`config.mk`:
```
export PLATFORM = sky130hd
export DESIGN_NAME = ldl_arb_rr
export DESIGN_NICKNAME = d
export VERILOG_FILES = /design/src/rtl/ldl_arb_rr.sv
export SDC_FILE = /design/constraint.sdc
export NUM_CORES = 1
export LEC_CHECK = 0
export ABC_AREA = 1
export CAP_MARGIN = 15
export CORE_MARGIN = 2
export CORE_UTILIZATION = 53
export DETAILED_ROUTE_END_ITERATION = 8
export GPL_ROUTABILITY_DRIVEN = 1
export GPL_TIMING_DRIVEN = 1
export PLACE_DENSITY = 0.82
export SLEW_MARGIN = 20
export SYNTH_ARGS = -nofsm -noshare
export SYNTH_HDL_FRONTEND = slang
export SYNTH_SLANG_ARGS = --single-unit
```
`constraint.sdc`:
```
create_clock -name clk -period 4.52 [get_ports clk]
set_input_delay 0.904 -clock clk [delete_from_list [all_inputs] [get_ports clk]]
set_output_delay 0.904 -clock clk [all_outputs]
set_load 0.01 [all_outputs]
```
`src/rtl/ldl_arb_rr.sv`:
```
// Round-robin arbiter: masked two-pass priority encode, registered one-hot grant held
// until done, abandon or watchdog expiry, with back-to-back re-arbitration on release.
module ldl_arb_rr #(
    parameter int N         = 4,
    parameter int ID_WIDTH  = $clog2(N),
    parameter int MAX_HOLD  = 0,
    parameter int CNT_WIDTH = 16
) (
    input  logic                clk,
    input  logic                rst_n,
    input  logic [N-1:0]        req,
    input  logic                done,
    output logic [N-1:0]        gnt,
    output logic [ID_WIDTH-1:0] gnt_id,
    output logic                gnt_valid,
    output logic                timeout
);

    typedef enum logic {IDLE, GRANT} state_t;

    localparam logic [CNT_WIDTH-1:0] HOLD_LAST = (MAX_HOLD == 0) ? '0 : CNT_WIDTH'(MAX_HOLD - 1);
    localparam logic [ID_WIDTH-1:0]  LAST_ID   = ID_WIDTH'(N - 1);

    state_t                state_reg;
    logic [ID_WIDTH-1:0]   ptr_reg;
    logic [CNT_WIDTH-1:0]  hold_cnt_reg;

    logic                  abandon;
    logic                  wd_hit;
    logic                  release_evt;
    logic                  wd_only;
    logic [ID_WIDTH-1:0]   ptr_next;
    logic [ID_WIDTH-1:0]   sel_ptr;
    logic [N-1:0]          sel_req;
    logic [N-1:0]          hi_mask;
    logic [N-1:0]          hi_req;
    logic                  win_found;
    logic [ID_WIDTH-1:0]   win_id;
    logic [N-1:0]          win_onehot;

    // Release causes; the watchdog only counts as the cause when neither other one applies.
    assign abandon     = (state_reg == GRANT) && !req[gnt_id];
    assign wd_hit      = (MAX_HOLD != 0) && (state_reg == GRANT) && (hold_cnt_reg == HOLD_LAST);
    assign release_evt = (state_reg == GRANT) && (done || abandon || wd_hit);
    assign wd_only     = wd_hit && !done && !abandon;

    assign ptr_next = (gnt_id == LAST_ID) ? '0 : gnt_id + ID_WIDTH'(1);

    // On release the search starts just past the outgoing owner, so it can be done in the same edge.
    assign sel_ptr = release_evt ? ptr_next : ptr_reg;
    assign sel_req = (abandon && !done) ? (req & ~gnt) : req;

    generate
        for (genvar gi = 0; gi < N; gi++) begin : g_mask
            assign hi_mask[gi]    = (gi >= int'(sel_ptr));
            assign win_onehot[gi] = win_found && (win_id == ID_WIDTH'(gi));
        end
    endgenerate

    assign hi_req = sel_req & hi_mask;

    always_comb begin
        win_found = |sel_req;
        win_id    = '0;
        for (int i = N - 1; i >= 0; i--) begin
            if (sel_req[i]) win_id = ID_WIDTH'(i);
        end
        if (|hi_req) begin
            for (int i = N - 1; i >= 0; i--) begin
                if (hi_req[i]) win_id = ID_WIDTH'(i);
            end
        end
    end

    always_ff @(posedge clk or negedge rst_n) begin
        if (!rst_n) begin
            state_reg    <= IDLE;
            ptr_reg      <= '0;
            hold_cnt_reg <= '0;
            gnt          <= '0;
            gnt_id       <= '0;
            gnt_valid    <= 1'b0;
            timeout      <= 1'b0;
        end else begin
            timeout <= 1'b0;
            case (state_reg)
                IDLE: begin
                    hold_cnt_reg <= '0;
                    if (win_found) begin
                        gnt       <= win_onehot;
                        gnt_id    <= win_id;
                        gnt_valid <= 1'b1;
                        state_reg <= GRANT;
                    end
                end
                GRANT: begin
                    if (release_evt) begin
                        ptr_reg      <= ptr_next;
                        hold_cnt_reg <= '0;
                        timeout      <= wd_only;
                        if (win_found) begin
                            gnt       <= win_onehot;
                            gnt_id    <= win_id;
                            gnt_valid <= 1'b1;
                        end else begin
                            gnt       <= '0;
                            gnt_id    <= '0;
                            gnt_valid <= 1'b0;
                            state_reg <= IDLE;
                        end
                    end else if (hold_cnt_reg != '1) begin
                        hold_cnt_reg <= hold_cnt_reg + CNT_WIDTH'(1);
                    end
                end
                default: state_reg <= IDLE;
            endcase
        end
    end

endmodule

```
==> metrics.txt <==
top cells by count, synth=nand2_1, nand2_2, dfrtp_1, inv_1; XOR/XNOR Fraction of Synth Area=0%; dpl cells=119; largest net degree at the start of global routing=12; outcome=finished clean; ys flop type=dfrtp_1; Post-route DRC=0; Initial Util=56.5%; pre-CTS setup slack=1.80 ns; main combinational cell family by area after synthesis=simple AND/OR/NAND/NOR gates; DR vias=638; Setup Viol. Count Final=0; Die ar.=1700 µm²; gr ovfl total=0; first-pass GRT wire length=2300 µm; met2 wire length=718 µm; crit end category=flop; Yosys top cell by area=dfrtp_1; CTS tree=done; die height=41.3 µm; port buffer count=13; clk slew on worst S/H paths=0.06 ns; Placer Congestion=0.819; antenna violations before repair=0; post-synth cell types=23; setup_tns=0 ns; GR Util All Layers=21.3%; Worst setup startpoint=req[1]; vias in the first global route=552; wire length per cell=12.6 µm; highest routed layer=met4; top-count cell post-synth=nand2_1; Adder-Cell Fraction of Synth Area=1.70%; PD cells=710 nW/µm²; CTS Buffer Depth=2; crit-path cells=clkdlybuf4s50_1, nand2_1, nand3_2, nand2_4, o21ai_4, nand2_1, nand2_2, nand2_2, nand2_2, nand2_2, nand2_2, nand2_2, nand3_1, nand2_1; Tmin final=2.45 ns; Area Growth Syn to Fin=20.7%; total CTS buffers=3; Layout Cells excl Fill=122; Compound-Gate Fraction of Synth Area=10.5%; FF-to-FF Start=gnt_id[0]; Vias/cell=5.23; Final Util=68.3%; area after detailed placement=866 µm²; drt first pass iters=4; FFs w/ async S/R, synth=100%; I/O pin cnt=15; top post-synthesis cells by area=dfrtp_1, nand2_2, nand2_1, nand3_2, inv_1; cts repair resizes=0; total core area=1300 µm²; Leak=0.444 nW; Post-CTS Hold Fix Bufs=0; root buffer cell=clkbuf_4; Pins Over Slew Limit=0; hold path cells=1; met3 WL=38 µm; DRT met1 WL=761 µm; CP max stage cell=clkdlybuf4s50_1; Register-to-Register Path Depth=14; CP endpoint=gnt[2]; WHS=0.479 ns; Synth Area per Inst=7.91 µm²; critical path arrival=2.60 ns; clk_skew=0.00107 ns; H-Tree Depth=1; Finished Cell Area=888 µm²; Mapped Area=736 µm²; max reg flops=4; Detailed Route Iter0 Violations=17; mux cell area share after synthesis=0%; Simple-Gate Fraction of Synth Area=44.6%; final wirelength=1540 µm; worst hold-check path type=reg -> reg; Synth Warn #=0; setup repair bufs after CTS=0; row cnt=13; worst skew pair latency=0.26 ns; Seq cells post-synth=10; Worst VDD drop=0.350 mV; critical path peak fanout=8; Post-layout nets=117; EDFF count, synth=0; antenna viol nets, final=0; Tcrit/Tclk final=54.2%; CP dominant cell by count=nand2_2; min setup slack post-route=2.07 ns; HPWL Detailed=1240 µm; layout cells sized above 1=29.0%; Reg-to-Reg End=gnt[2]; # diodes=0; post-synth top area share=34.0%; sequential area share after synthesis=34.0%; crit-path max cell delay=0.52 ns; Final Hold Fails=0; chip width=41.3 µm; WS Path Type=in -> reg; synthesized instance count=93; Worst setup SP type=primary input; RSZ-0062 raised after global routing=no; Required @ worst endpoint=4.67 ns; max_cap viols=0; Achievable Freq=408 MHz; CTS Sinks=10; R2R setup slack=2.71 ns; Net Count, Synth=101; Final Total Pwr=631 µW
==> worst max-delay path, delay by kind of cell <==
family,cells,cell delay [ns]
AOI/OAI and AO/OA,1,0.20
buffers and inverters,1,0.52
and+or+nand+nor,12,0.98
==> layer usage <==
| metal | vias up | GRT usage [%] |
|---|---|---|
| met5 | - | 0 |
| met4 | 0 | 9.68 |
| met3 | 4 | 1.63 |
| met2 | 12 | 36.3 |
| met1 | 295 | 27.2 |
| li1 | 327 | - |
==> worst min-delay path by stage <==
stage / startpoint / endpoint / slack (ns)
global placement: gnt_valid / gnt_valid / 0.47
detailed placement: gnt_valid / gnt_valid / 0.47
finish: gnt_valid / gnt_valid / 0.48
CTS: gnt_valid / gnt_valid / 0.48
global route: gnt_valid / gnt_valid / 0.51
floorplan: ptr_reg[0] / ptr_reg[0] / 0.48
==> power breakdown <==
part / internal (mW) / leakage [nW] / total (mW) / switching (mW)
registers: 0.130 / 0.120 / 0.166 / 0.0356
logic: 0.168 / 0.310 / 0.407 / 0.238
clock network: 0.0307 / 0.0138 / 0.0587 / 0.0281
==> placed cells by master, fill, tap and decap left out <==
cell             instances
a21o_1                   1
clkbuf_4                 3
clkdlybuf4s50_1         13
clkinv_1                 1
conb_1                   1
dfrtp_1                 10
ha_1                     1
inv_1                   10
inv_2                    1
nand2_1                 18
nand2_2                 14
nand2_4                  2
nand3_1                  6
nand3_2                  6
nand4_1                  5
nor2_1                   6
nor2_2                   1
o21a_1                   1
o21ai_0                  1
o21ai_1                  2
o21ai_2                  1
o21ai_4                  1
o21bai_2                 2
==> kinds of logic after synthesis <==
family	Yosys count
buffers and inverters	14
AND/OR/NAND/NOR	58
AO/OA/AOI/OAI	9
flip-flops	10
adder cells (fa/ha/maj)	1
other	1
==> layout make-up <==
type / instances / area (µm²)
clock buffer: 3 / 22.5
timing repair buffer: 13 / 130
multi-input combinational: 69 / 422
tap: 15 / 18.8
inverter: 12 / 45.0
fill: 117 / 413
sequential: 10 / 250
(Power assumes the default switching activity.)
